[src/rtl/bp_train_seq.sv]
// bp_train_seq: training-loop sequencer for the backpropagation datapath.
// Walks a sample index through each batch, gives every sample a forward-settle
// window followed by an accumulate window, and brackets each epoch with a
// cost reset (CLR) and a weight-commit pulse (UPD). Repeats for the epoch
// count latched at start. All outputs are decoded from registered state.
module bp_train_seq #(
    parameter int N_SAMPLE = 4,
    parameter int IDXW     = 2,
    parameter int EPW      = 16,
    parameter int FWD_CYC  = 2,
    parameter int ACC_CYC  = 2
) (
    input  logic            clk,
    input  logic            rst,
    input  logic            i_start,
    input  logic            i_abort,
    input  logic [EPW-1:0]  i_n_epoch,
    output logic            o_busy,
    output logic            o_done,
    output logic            o_cost_rst,
    output logic            o_accu,
    output logic            o_upd,
    output logic [IDXW-1:0] o_idx,
    output logic [EPW-1:0]  o_epoch
);

    // Phase counter only has to count up to the longer of the two windows.
    localparam int PMAX = (FWD_CYC > ACC_CYC) ? FWD_CYC : ACC_CYC;
    localparam int PW   = (PMAX > 1) ? $clog2(PMAX) : 1;

    localparam logic [PW-1:0]   FWD_LAST = PW'(FWD_CYC - 1);
    localparam logic [PW-1:0]   ACC_LAST = PW'(ACC_CYC - 1);
    localparam logic [IDXW-1:0] IDX_LAST = IDXW'(N_SAMPLE - 1);

    typedef enum logic [2:0] {
        S_IDLE,
        S_CLR,
        S_FWD,
        S_ACC,
        S_UPD,
        S_DONE
    } state_t;

    state_t          state_reg, state_next;
    logic [PW-1:0]   phase_reg, phase_next;
    logic [IDXW-1:0] idx_reg, idx_next;
    logic [EPW-1:0]  epoch_reg, epoch_next;
    logic [EPW-1:0]  n_epoch_reg, n_epoch_next;
    logic [EPW-1:0]  epoch_inc;

    assign epoch_inc = epoch_reg + EPW'(1);

    // State and counter registers; async active-low reset returns to IDLE.
    always_ff @(posedge clk or negedge rst) begin
        if (!rst) begin
            state_reg   <= S_IDLE;
            phase_reg   <= '0;
            idx_reg     <= '0;
            epoch_reg   <= '0;
            n_epoch_reg <= '0;
        end else begin
            state_reg   <= state_next;
            phase_reg   <= phase_next;
            idx_reg     <= idx_next;
            epoch_reg   <= epoch_next;
            n_epoch_reg <= n_epoch_next;
        end
    end

    // Next-state and counter update; abort overrides every non-IDLE state.
    always_comb begin
        state_next   = state_reg;
        phase_next   = phase_reg;
        idx_next     = idx_reg;
        epoch_next   = epoch_reg;
        n_epoch_next = n_epoch_reg;

        case (state_reg)
            S_IDLE: begin
                phase_next = '0;
                idx_next   = '0;
                if (i_start && !i_abort) begin
                    n_epoch_next = i_n_epoch;
                    epoch_next   = '0;
                    state_next   = (i_n_epoch == '0) ? S_DONE : S_CLR;
                end
            end
            S_CLR: begin
                phase_next = '0;
                idx_next   = '0;
                state_next = S_FWD;
            end
            S_FWD: begin
                if (phase_reg == FWD_LAST) begin
                    phase_next = '0;
                    state_next = S_ACC;
                end else begin
                    phase_next = phase_reg + PW'(1);
                end
            end
            S_ACC: begin
                if (phase_reg == ACC_LAST) begin
                    phase_next = '0;
                    if (idx_reg == IDX_LAST) begin
                        // Index parks at 0 once the batch is exhausted.
                        idx_next   = '0;
                        state_next = S_UPD;
                    end else begin
                        idx_next   = idx_reg + IDXW'(1);
                        state_next = S_FWD;
                    end
                end else begin
                    phase_next = phase_reg + PW'(1);
                end
            end
            S_UPD: begin
                // Epoch count advances on the edge leaving the commit cycle.
                epoch_next = epoch_inc;
                state_next = (epoch_inc == n_epoch_reg) ? S_DONE : S_CLR;
            end
            S_DONE: begin
                state_next = S_IDLE;
            end
            default: begin
                state_next = S_IDLE;
                phase_next = '0;
                idx_next   = '0;
            end
        endcase

        if (i_abort && (state_reg != S_IDLE)) begin
            state_next = S_IDLE;
            phase_next = '0;
            idx_next   = '0;
            epoch_next = epoch_reg;
        end
    end

    // Moore output decode from registered state and counters.
    always_comb begin
        o_busy     = (state_reg == S_CLR) || (state_reg == S_FWD) ||
                     (state_reg == S_ACC) || (state_reg == S_UPD);
        o_done     = (state_reg == S_DONE);
        o_cost_rst = (state_reg == S_CLR);
        o_accu     = (state_reg == S_ACC);
        o_upd      = (state_reg == S_UPD);
        o_idx      = idx_reg;
        o_epoch    = epoch_reg;
    end

endmodule

[config.mk]
export PLATFORM = sky130hd
export DESIGN_NAME = bp_train_seq
export DESIGN_NICKNAME = d
export VERILOG_FILES = /design/src/rtl/bp_train_seq.sv
export SDC_FILE = /design/constraint.sdc
export NUM_CORES = 1
export LEC_CHECK = 0
export BUFFER_PORTS_ARGS = -buffer_cell sky130_fd_sc_hd__buf_2
export CORE_MARGIN = 2
export CORE_UTILIZATION = 51
export CTS_CLUSTER_SIZE = 8
export DETAILED_ROUTE_END_ITERATION = 10
export PLACE_DENSITY = 0.74
export SYNTH_ARGS = -nofsm -noshare
export SYNTH_HDL_FRONTEND = slang
export SYNTH_SLANG_ARGS = --single-unit
export TNS_END_PERCENT = 10
[constraint.sdc]
create_clock -name clk -period 4.9 [get_ports clk]
set_clock_uncertainty 0.15 [all_clocks]
set_input_delay 0.98 -clock clk [delete_from_list [all_inputs] [get_ports clk]]
set_output_delay 0.98 -clock clk [all_outputs]
set_load 0.1 [all_outputs]
# Word-level counts from Yosys, hierarchy flattened
# Index checks and enable logic that the tools add are counted.
[op_classes] reduce_logical=17 div=0 order_cmp=0 n_bitwise=1 n_mul=0 mux=17 add_sub_neg=3 shifts=0 eq_ne=13
[op_table] op="16-bit case mux with 2 select lines" n=1
[op_table] op="3-bit 2-to-1 mux" n=7
[op_table] op="16-bit by 1-bit adder with 16-bit output, second input constant" n=1
[op_table] op="16-bit equality test" n=1
[op_table] op="16-bit zero test" n=1
[op_table] op="16-bit 2-to-1 mux" n=1
[op_table] op="3-bit case mux with 5 select lines" n=1
[op_table] op="3-bit by 2-bit equality test with 1-bit output, second input constant" n=2
[op_table] op="3-bit equality test, second input constant" n=2
[op_table] op="2-bit 2-to-1 mux" n=3
[op_table] op="3-bit inequality test, second input constant" n=2
[op_table] op="3-bit AND reduction" n=2
[op_table] op="2-bit by 1-bit inequality test with 1-bit output, second input constant" n=2
[op_table] op="2-bit case mux with 2 select lines" n=1
[op_table] op="2-bit AND reduction" n=2
[op_table] op="2-bit OR reduction" n=2
[op_table] op="3-bit by 1-bit equality test with 1-bit output, second input constant" n=1
[op_table] op="3-bit zero test" n=1
[op_table] op="1-bit logical OR" n=3
[op_table] op="3-bit by 1-bit inequality test with 1-bit output, second input constant" n=1
[op_table] op="3-bit nonzero test" n=1
[op_table] op="3-bit OR reduction" n=1
[op_table] op="2-bit by 1-bit adder with 2-bit output, second input constant" n=1
[op_table] op="2-bit equality test, second input constant" n=1
[op_table] op="8 further kinds" n=10
[word_totals] reg_bits=38 mem_count=0 latch_bits=0 out_inout_bits=23 rom_bits=0 inputBits=20 elab_cells=56 ramBits=0

# Longest topological paths before layout
# Gate-level depths: netlist (run 1).
[logic_depth] depth_word=5 ltp_mapped=8 mapped_depth_nobuf=7

# Worst setup path after synthesis (run 1)
# OpenSTA, ideal clock, no wires.
[synth_timing] kind="reg2out" start="reg state_reg[2]" end="out o_cost_rst" stages_incl_launch_ff=3 n_path_buf=1 t_arrival_ns=2.849 required_ns=3.770 setup_slack_ns=0.921 cell_sequence="dfrtp_1 clkbuf_1 nor3b_1"
[synth_via] elab_chain_cells=1
[synth_lines] item="from (decl)" line_no="44" rtl="state_t state_reg, state_next;"
[synth_lines] item="from (signal assigned)" line_no="62" rtl="state_reg <= state_next;"
[synth_lines] item="3-bit by 1-bit equality test with 1-bit output" line_no="144" rtl="o_cost_rst = (state_reg == S_CLR);"
[synth_lines] item="to (decl)" line_no="20" rtl="output logic o_cost_rst,"
# Every way passes these cells.

# Worst setup path in the final report (run 1)
[layout_timing] start="in i_abort" end="reg epoch_reg[11] (netlist: o_epoch[11])"
[layout_via] elab_chain_cells=4 elab_cells_between_ends=6 cone_classes="1 x eq/ne; 1 x bitwise; 4 x reduce/logical"
[layout_lines] item="from (decl)" line_no="16" rtl="input logic i_abort,"
[layout_lines] item="1-bit zero test" line_no="82" rtl="if (i_start && !i_abort) begin"
[layout_lines] item="1-bit logical AND" line_no="82"
[layout_lines] item="2-bit inequality test (no line)"
[layout_lines] item="3-bit AND reduction (no line) (*)"
[layout_lines] item="to (signal assigned)" line_no="65" rtl="epoch_reg <= epoch_next;"
[layout_lines] item="to (decl)" line_no="47" rtl="logic [EPW-1:0] epoch_reg, epoch_next;"
# Every way passes the cells marked *; elsewhere a longest branch is shown, timed or not.
# A chain may end at the register's enable or synchronous reset.

==> reports/summary.txt, run 1 <==
Nature of the critical path startpoint = primary input
Net total in the final layout = 312
Max-cap viol count = 0
Number of iterations in the first detailed-routing pass = 4
Minimum setup slack among reg-to-reg paths = 2.16 ns
Cell area after technology mapping = 2340 µm²
Commonest cells in the netlist = 38 x dfrtp_1, 25 x o21ai_0, 20 x nand2_1, 19 x nor2_1, 17 x mux2_2
Leak pwr = 1.17 nW
Port-buffer cells = 42
# resized after CTS = 0
Routed wire length = 5.18 mm
Layout Area Growth over Synthesis = 12.1%
Core region area = 4380 µm²
Switching fraction of total power = 0.296
Cells after synthesis = 257
Final HPWL DP = 3.85 mm
Main synth FF type = dfrtp_1
Top cell type's share of synthesized area = 0.406
Sequential element share of the synthesized area = 0.406
Net count after synthesis = 279
Proportion of synthesized flip-flops having asynchronous set or reset = 1.00
Chip width = 71.8 µm
Count of nets left with antenna violations after detail routing = 0
Critical Path Fanout Max = 17
Final total power = 0.762 mW
Register share of total power = 0.508
CTS sink cnt = 38
Worst vdd rail ir drop = 0.232 mV
Residual DRC count = 0
Number of buffers created by CTS = 5
Internal power contribution = 0.537 mW
Synth unique cells = 44
Relative max-transition margin = 0.428
Antenna violations before repair = 0
Initial detailed-routing violation count = 112
Die Height = 71.8 µm
Number of enable flip-flop cells after synthesis = 0
Routed wl met2 = 2.25 mm
Final setup fails = 0
Hold Path Class = flip-flop to flip-flop
Final count of pins violating max slew = 0
Max Buffers Root-to-Sink = 2
Row count = 24
Vias per inst = 5.88
Dpl ws = 1.77 ns
Synth warnings = 0
Unrepaired setup endpoints after global routing = no
Buffers inserted by post-CTS timing repair = 0
Utilization after layout = 0.599
Met3 routed wirelength = 267 µm
Data required time at the worst endpoint = 4.90 ns
Sum of negative setup slack = 0 ns
Part of the power in the clock network = 0.274
Hold buffer count at CTS = 0
Clock root buffer = clkbuf_8
Final min period = 2.83 ns
Outcome = complete, no violations
Number of hold violations in the final report = 0
Cell with the most instances after synthesis = dfrtp_1
Final critical-path share of the clock period = 0.578
Number of filler instances in the final layout = 398
Post-Synthesis Mean Instance Area = 9.12 µm²
Top sig layer = met4
Ant diodes = 0
Critical path arrival = 2.84 ns
Switch Pwr = 0.225 mW
Worst hold slack across all endpoints = 0.365 ns
Cell taking the most area after synthesis = dfrtp_1
Placed Cells incl. Taps = 335
Final instance area = 2630 µm²
Placement-stage cell area = 2540 µm²
Vias in the first global route = 1,727
Kind of critical path = primary input to flip-flop
Worst Setup End Kind = flip-flop
Total vias in the final route = 2,005
Total routing resource utilization after global routing = 0.212
Non-filler instance count after layout = 341
M1 wire length = 2.57 mm
Initial Utilization = 0.535
Maximum number of pins on one net before global-route repair = 39
Clock transition time at the flip-flop clock pins of the worst setup and hold paths = 0.07 ns
Die area = 5150 µm²
Worst skew pair latency = 0.29 ns
Number of synthesized register bits = 38
Slew @ Worst Pin = 0.851 ns
Fraction of final layout cells with drive strength greater than 1 = 0.249
IO Count = 43
Highest Clock Rate = 353 MHz
Remaining global-route overflow = 0
Leading cell types by total area after synthesis = dfrtp_1 41%, mux2_2 8.2%, o21ai_0 5.3%
Setup slack of the critical path after layout = 2.07 ns
Footprint of the multi-input gates = 1300 µm²
H-Tree Level Count = 2
Sequential cell area = 951 µm²
Power Dens Cells = 290 nW/µm²
Part of the power in combinational logic = 0.217
Routability cong. = 0.878
CTS tree = yes
Routed wirelength normalized by instance count = 15.2 µm
Global-route wire length before repair = 8.45 mm
-- layout make-up --
cell class,count,share of cell area
Sequential cell,38,0.362
Clock buffer,6,0.0314
Multi-Input combinational cell,197,0.493
Inverter,6,0.00857
Tap cell,52,0.0248
Timing Repair Buffer,42,0.0800
-- worst paths after layout --
path / startpoint / end / cells past startpoint
setup / recovery: i_abort / o_epoch[11] / 7
hold / removal: o_idx[1] / o_idx[1] / 2
setup reg to reg: o_epoch[0] / state_reg[2] / 7
hold reg to reg: o_idx[1] / o_idx[1] / 2
max in group asynchronous: rst / n_epoch_reg[11] / 1
min in group asynchronous: rst / o_epoch[5] / 1
-- layout by cell type, fill, tap and decap left out, types with 2 or more instances in the layout --
cell,count
a31oi_1,5
ha_1,2
nand3_1,11
nand2_1,20
xnor2_1,12
nor4_1,5
o22ai_1,2
xor2_1,10
o21ai_0,25
a21o_1,2
buf_2,42
inv_1,6
nor3_1,9
nand3b_1,2
or3_1,2
mux2i_1,3
o31ai_1,10
nor2_1,19
nor2b_1,4
or2_2,2
clkbuf_8,6
nand4b_1,2
dfrtp_1,38
and3_1,3
a21oi_1,9
mux2_2,17
nand4_1,6
-- layer usage --
metal | vias up | track usage
li1 | 989 | -
met1 | 944 | 0.323
met2 | 63 | 0.298
met3 | 9 | 0.0422
met4 | 0 | 0.0755
met5 | - | 0
-- critical path, stage by stage --
cell,delay (ns)
buf_2,0.15
nor2_1,0.10
nand3_1,0.53
and2_0,0.67
a21o_1,0.28
nand2_1,0.06
o31ai_1,0.06
-- logic make-up (layout without fill, tap and decap cells) --
family,Yosys count,in the layout,share of synthesized area
buffers and inverters,22,54,0.0411
AND/OR/NAND/NOR,93,93,0.205
XOR/XNOR,22,22,0.0822
flip-flops,38,38,0.406
adder cells (fa/ha/maj),2,2,0.0107
multiplexers,20,20,0.0945
AO/OA/AOI/OAI,60,60,0.161
-- power by group through the flow --
stage | clock (mW) | combinational, mW | sequential (mW)
final | 0.209 | 0.165 | 0.387
after global placement | 0 | 0.161 | 0.391
after floorplan | 0 | 0.138 | 0.378
after detailed placement | 0 | 0.166 | 0.392
after global routing | 0.223 | 0.183 | 0.392
after CTS | 0.217 | 0.167 | 0.386
No activity file was read; power rests on OpenSTA's default activity.
==> run 2: changes to the inputs <==
--- a/config.mk
+++ b/config.mk
@@ -7,10 +7,10 @@
 export LEC_CHECK = 0
 export BUFFER_PORTS_ARGS = -buffer_cell sky130_fd_sc_hd__buf_2
 export CORE_MARGIN = 2
-export CORE_UTILIZATION = 51
+export CORE_UTILIZATION = 50
 export CTS_CLUSTER_SIZE = 8
 export DETAILED_ROUTE_END_ITERATION = 10
-export PLACE_DENSITY = 0.74
+export PLACE_DENSITY = 0.76
 export SYNTH_ARGS = -nofsm -noshare
 export SYNTH_HDL_FRONTEND = slang
 export SYNTH_SLANG_ARGS = --single-unit
==> constraint.sdc (replaced) <==
create_clock -name clk -period 2.36 [get_ports clk]
set_clock_uncertainty 0.15 [all_clocks]
set_input_delay 0.472 -clock clk [delete_from_list [all_inputs] [get_ports clk]]
set_output_delay 0.472 -clock clk [all_outputs]
set_load 0.1 [all_outputs]
==> run 2 against run 1 <==
  * Critical path depth fell by 1
  * Sequential power grew 110%
  * Die area up 1.9%
  * Non-clock buffer count is 18 higher
  * Routed wire length grew 6.0%
  * Total power increased by 140%
  * Final area increased by 8.1%
  * Global-route usage rose by 1.3 points
  * Highest routed layer unchanged
==> reports/summary.txt, run 2 (synthesis gave the netlist of run 1 again) <==
Net total in the final layout = 330
Unrepaired setup endpoints after global routing = no
Worst flop-to-flop path startpoint = o_epoch[0]
Hold Crit Start = i_n_epoch[2]
Power Dens Cells = 653 nW/µm²
CTS tree = yes
Row count = 24
Highest-count cells in the layout ignoring fill and taps = 42 x buf_2, 35 x dfrtp_1, 25 x o21ai_0
Sequential cell area = 955 µm²
Kind of critical path = flip-flop to flip-flop
Sink of the worst hold path = n_epoch_reg[2]
Footprint of the multi-input gates = 1310 µm²
Final count of pins violating max slew = 0
Worst Setup End Kind = flip-flop
Initial detailed-routing violation count = 212
Vias in the first global route = 1,887
Number of cells traversed by the worst register-to-register path = 6
Core region area = 4440 µm²
Routability cong. = 0.877
Port-buffer cells = 42
Routed wire length = 5.49 mm
Final critical-path share of the clock period = 0.937
Hold-critical path depth = 2
Final HPWL DP = 4.15 mm
Number of filler instances in the final layout = 389
Met2 routing resource usage after global routing = 0.331
Most common library cell in the layout ignoring fill and taps = buf_2
Critical Path Fanout Max = 2
Residual DRC count = 0
Final instance area = 2840 µm²
Hold Path Class = primary input to flip-flop
Total routing resource utilization after global routing = 0.225
Met1 global-route usage = 0.335
Grt met3 use = 0.0417
Chip width = 72.5 µm
Worst skew pair latency = 0.29 ns
Antenna violations before repair = 0
Total vias in the final route = 2,102
Remaining global-route overflow = 0
Fraction of final layout cells with drive strength greater than 1 = 0.311
GRT Max-Usage Layer = met1
Layout Area Growth over Synthesis = 21.2%
Relative max-transition margin = 0.493
Routed wirelength normalized by instance count = 15.2 µm
Vias per inst = 5.82
Die area = 5250 µm²
Worst vdd rail ir drop = 0.475 mV
Initial Utilization = 0.527
Global-route wire length before repair = 9.11 mm
# resized after CTS = 0
Outcome = complete, no violations
Data required time at the worst endpoint = 2.40 ns
Critical path arrival = 2.25 ns
Final min period = 2.21 ns
Minimum setup slack among reg-to-reg paths = 0.15 ns
IO Count = 43
Worst hold slack across all endpoints = 0.274 ns
H-Tree Level Count = 2
CP Launch Point = o_epoch[0]
Number of iterations in the first detailed-routing pass = 4
Nature of the critical path startpoint = flip-flop
Number of hold violations in the final report = 0
Worst R2R End = state_reg[2]
Max Buffers Root-to-Sink = 2
Final total power = 1.85 mW
Highest Clock Rate = 452 MHz
Ant diodes = 0
CTS sink cnt = 38
Count of nets left with antenna violations after detail routing = 0
Leak pwr = 1.30 nW
Critical path's slowest cell = or4_1
Die Height = 72.5 µm
Clock root buffer = clkbuf_8
Max-cap viol count = 0
Final setup fails = 0
Clock transition time at the flip-flop clock pins of the worst setup and hold paths = 0.08 ns
Placement-stage cell area = 2690 µm²
Number of buffers created by CTS = 5
Slew @ Worst Pin = 0.760 ns
Ordered cell list for the critical path = ha_1, xor2_1, or4_1, a2111oi_2, nand4_1, o41ai_2
Crit-path max cell delay = 0.48 ns
Maximum number of pins on one net before global-route repair = 22
[run 2: cell types whose count changed in the layout (fill, tap and decap cells not counted), sizes merged]
| cell | before | now |
|---|---|---|
| buf | 42 | 59 |
| bufinv | 0 | 2 |
| dlygate4sd3 | 0 | 1 |
[run 2: repair_timing]
item	in CTS	in global routing
endpoints found under the hold margin	16	0
buffers inserted	0	0
hold buffers	1	0
endpoints found under the setup margin	0	1
[run 2: worst max path at each step]
stage	to	slack, ns	cells past startpoint
detailed placement	state_reg[2]	0.03	6
global placement	state_reg[2]	0.1	6
global route	state_reg[2]	0.07	6
floorplan	state_reg[2]	-0.47	7
finish	state_reg[2]	0.15	6
CTS	state_reg[2]	0.02	6
[run 2: cell type report]
| cell class | instances | share of cell area |
|---|---|---|
| Sequential cell | 38 | 0.336 |
| Inverter | 6 | 0.00793 |
| Timing Repair Buffer | 60 | 0.122 |
| Tap cell | 52 | 0.0229 |
| Multi-Input combinational cell | 197 | 0.461 |
| Clock inverter | 2 | 0.0211 |
| Clock buffer | 6 | 0.0291 |
[run 2: per-layer routing]
layer  wire length [µm]  up-vias
met4                 48        0
li1                   -     1040
met2               2470       53
met5                  0        -
met1               2730     1002
met3                238        7
[run 2: report_power, final]
group / switching, mW / leakage [nW] / internal (mW) / total (mW)
clock: 0.231 / 0.0714 / 0.451 / 0.682
combinational: 0.192 / 0.738 / 0.179 / 0.371
sequential: 0.0773 / 0.489 / 0.724 / 0.801
[run 2: critical path, delay by kind of cell, from the launching register on]
family,cells,cell delay [ns]
compound gates,2,0.45
xor+xnor,1,0.17
fa+ha+maj,1,0.32
flops,1,0.40
simple gates,2,0.63
[run 2: metrics by stage]
step           setup TNS [ns]  utilization  cells  worst slack, ns
2_1_floorplan           -1.37            -    257           -0.469
3_3_place_gp                0        0.605    352           0.0952
3_5_place_dp                0        0.605    352           0.0309
4_1_cts                     0        0.639    361           0.0163
5_1_grt                     0        0.639    361           0.0667
6_report                    0        0.639    361            0.148
==> run 3: changes to the inputs <==
--- a/config.mk
+++ b/config.mk
@@ -6,6 +6,7 @@
 export NUM_CORES = 1
 export LEC_CHECK = 0
 export BUFFER_PORTS_ARGS = -buffer_cell sky130_fd_sc_hd__buf_2
+export CORE_ASPECT_RATIO = 1.25
 export CORE_MARGIN = 2
 export CORE_UTILIZATION = 50
 export CTS_CLUSTER_SIZE = 8
==> run 3 against run 2 <==
  * Setup slack got worse by 0.063 ns
  * Register-to-register slack got worse by 0.06 ns
  * Combinational power rose by 2%
  * Total power fell by 6.7%
  * Die area barely moved
  * First-iteration DRC count rose by 8.5%
  * Via count fell by 1.2%
  * Fmax fell by 2.8%
  * Largest power group unchanged
==> reports/summary.txt, run 3 (synthesis gave the netlist of run 1 again) <==
Outcome = complete, no violations
Die Height = 80.5 µm
Final min period = 2.27 ns
CTS sink cnt = 38
Residual DRC count = 0
Final setup fails = 0
Maximum number of pins on one net before global-route repair = 23
Vias per inst = 5.67
Clock transition time at the flip-flop clock pins of the worst setup and hold paths = 0.08 ns
Port-buffer cells = 42
Vias in the first global route = 1,905
Chip width = 65.2 µm
Final total power = 1.73 mW
Number of iterations in the first detailed-routing pass = 4
Worst Setup End Kind = flip-flop
Clock root buffer = clkbuf_8
Die area = 5250 µm²
Final count of pins violating max slew = 0
Critical Path Fanout Max = 4
Most common library cell in the layout ignoring fill and taps = buf_2
Max-cap viol count = 0
Worst skew pair latency = 0.29 ns
Core region area = 4460 µm²
Kind of critical path = flip-flop to flip-flop
IO Count = 43
Fraction of final layout cells with drive strength greater than 1 = 0.318
Utilization after layout = 0.639
Buffers inserted by post-CTS timing repair = 0
Net total in the final layout = 329
Number of hold violations in the final report = 0
Highest-count cells in the layout ignoring fill and taps = 42 x buf_2, 35 x dfrtp_1, 25 x o21ai_0
Total routing resource utilization after global routing = 0.227
Final HPWL DP = 4.05 mm
Data required time at the worst endpoint = 2.41 ns
Highest Clock Rate = 440 MHz
Max Buffers Root-to-Sink = 2
Slew @ Worst Pin = 0.775 ns
Power Dens Cells = 608 nW/µm²
Sum of negative setup slack = 0 ns
Initial detailed-routing violation count = 230
Global-route wire length before repair = 9.21 mm
Leak pwr = 1.28 nW
Layout Area Growth over Synthesis = 21.5%
Row count = 27
Nature of the critical path startpoint = flip-flop
Count of nets left with antenna violations after detail routing = 0
Worst vdd rail ir drop = 0.482 mV
Antenna violations before repair = 0
Number of buffers created by CTS = 5
Ant diodes = 0
Hold Path Class = primary input to flip-flop
Initial Utilization = 0.526
Remaining global-route overflow = 0
Routability cong. = 0.891
Routed wire length = 5.44 mm
H-Tree Level Count = 2
Worst hold slack across all endpoints = 0.270 ns
Critical path arrival = 2.32 ns
Routed wirelength normalized by instance count = 14.9 µm
Final critical-path share of the clock period = 0.964
Relative max-transition margin = 0.483
Total vias in the final route = 2,076
Unrepaired setup endpoints after global routing = yes
CTS tree = yes
-- run 3: critical path, stage by stage (launching register included) --
cell       delay (ns)
dfrtp_2          0.43
ha_4             0.17
buf_6            0.12
xor2_2           0.17
xnor2_1          0.20
nand4_1          0.18
a2111oi_4        0.35
nand4_1          0.14
o41ai_2          0.28
-- run 3: area by class of cell --
type,count,area (µm²)
timing repair buffer,59,344
inverter,6,22.5
fill,391,1610
clock inverter,3,40.0
multi-input combinational,197,1350
sequential,38,955
tap,58,72.6
clock buffer,5,68.8
-- run 3: path summary, 6_finish.rpt --
check	slack, ns	end	cells after the start	start
setup / recovery	0.09	state_reg[2]	8	o_epoch[0]
hold / removal	0.27	n_epoch_reg[14]	2	i_n_epoch[14]
setup reg to reg	0.09	state_reg[2]	8	o_epoch[0]
hold reg to reg	0.37	o_idx[1]	2	o_idx[1]
max in group asynchronous	0.95	n_epoch_reg[3]	3	rst
min in group asynchronous	0.48	o_epoch[9]	2	rst
-- run 3: what timing repair did --
| action | CTS | global route |
|---|---|---|
| setup endpoints to repair | 0 | 1 |
| hold buffers | 1 | 0 |
| hold endpoints to repair | 16 | 0 |
| gates resized for setup | 0 | 5 |
-- run 3: metrics by stage --
step	instances	instance area (µm²)	setup WS [ns]
2_1_floorplan	257	2360	-0.469
3_3_place_gp	357	2690	0.0828
3_5_place_dp	357	2690	0.00348
4_1_cts	366	2810	0.00769
5_1_grt	366	2850	-0.0598
6_report	366	2850	0.0854
-- run 3: report_power, final --
group	switching (mW)	internal, mW	total (mW)	leakage, nW
clock network	0.240	0.311	0.551	0.0579
registers	0.0780	0.724	0.802	0.489
logic	0.198	0.180	0.378	0.733
-- run 3: per-layer routing --
layer | wire (µm) | vias up | GRT usage
met3 | 219 | 6 | 0.0350
met5 | 0 | - | 0
met1 | 2400 | 981 | 0.311
met2 | 2760 | 60 | 0.370
li1 | - | 1029 | -
met4 | 65 | 0 | 0.0625
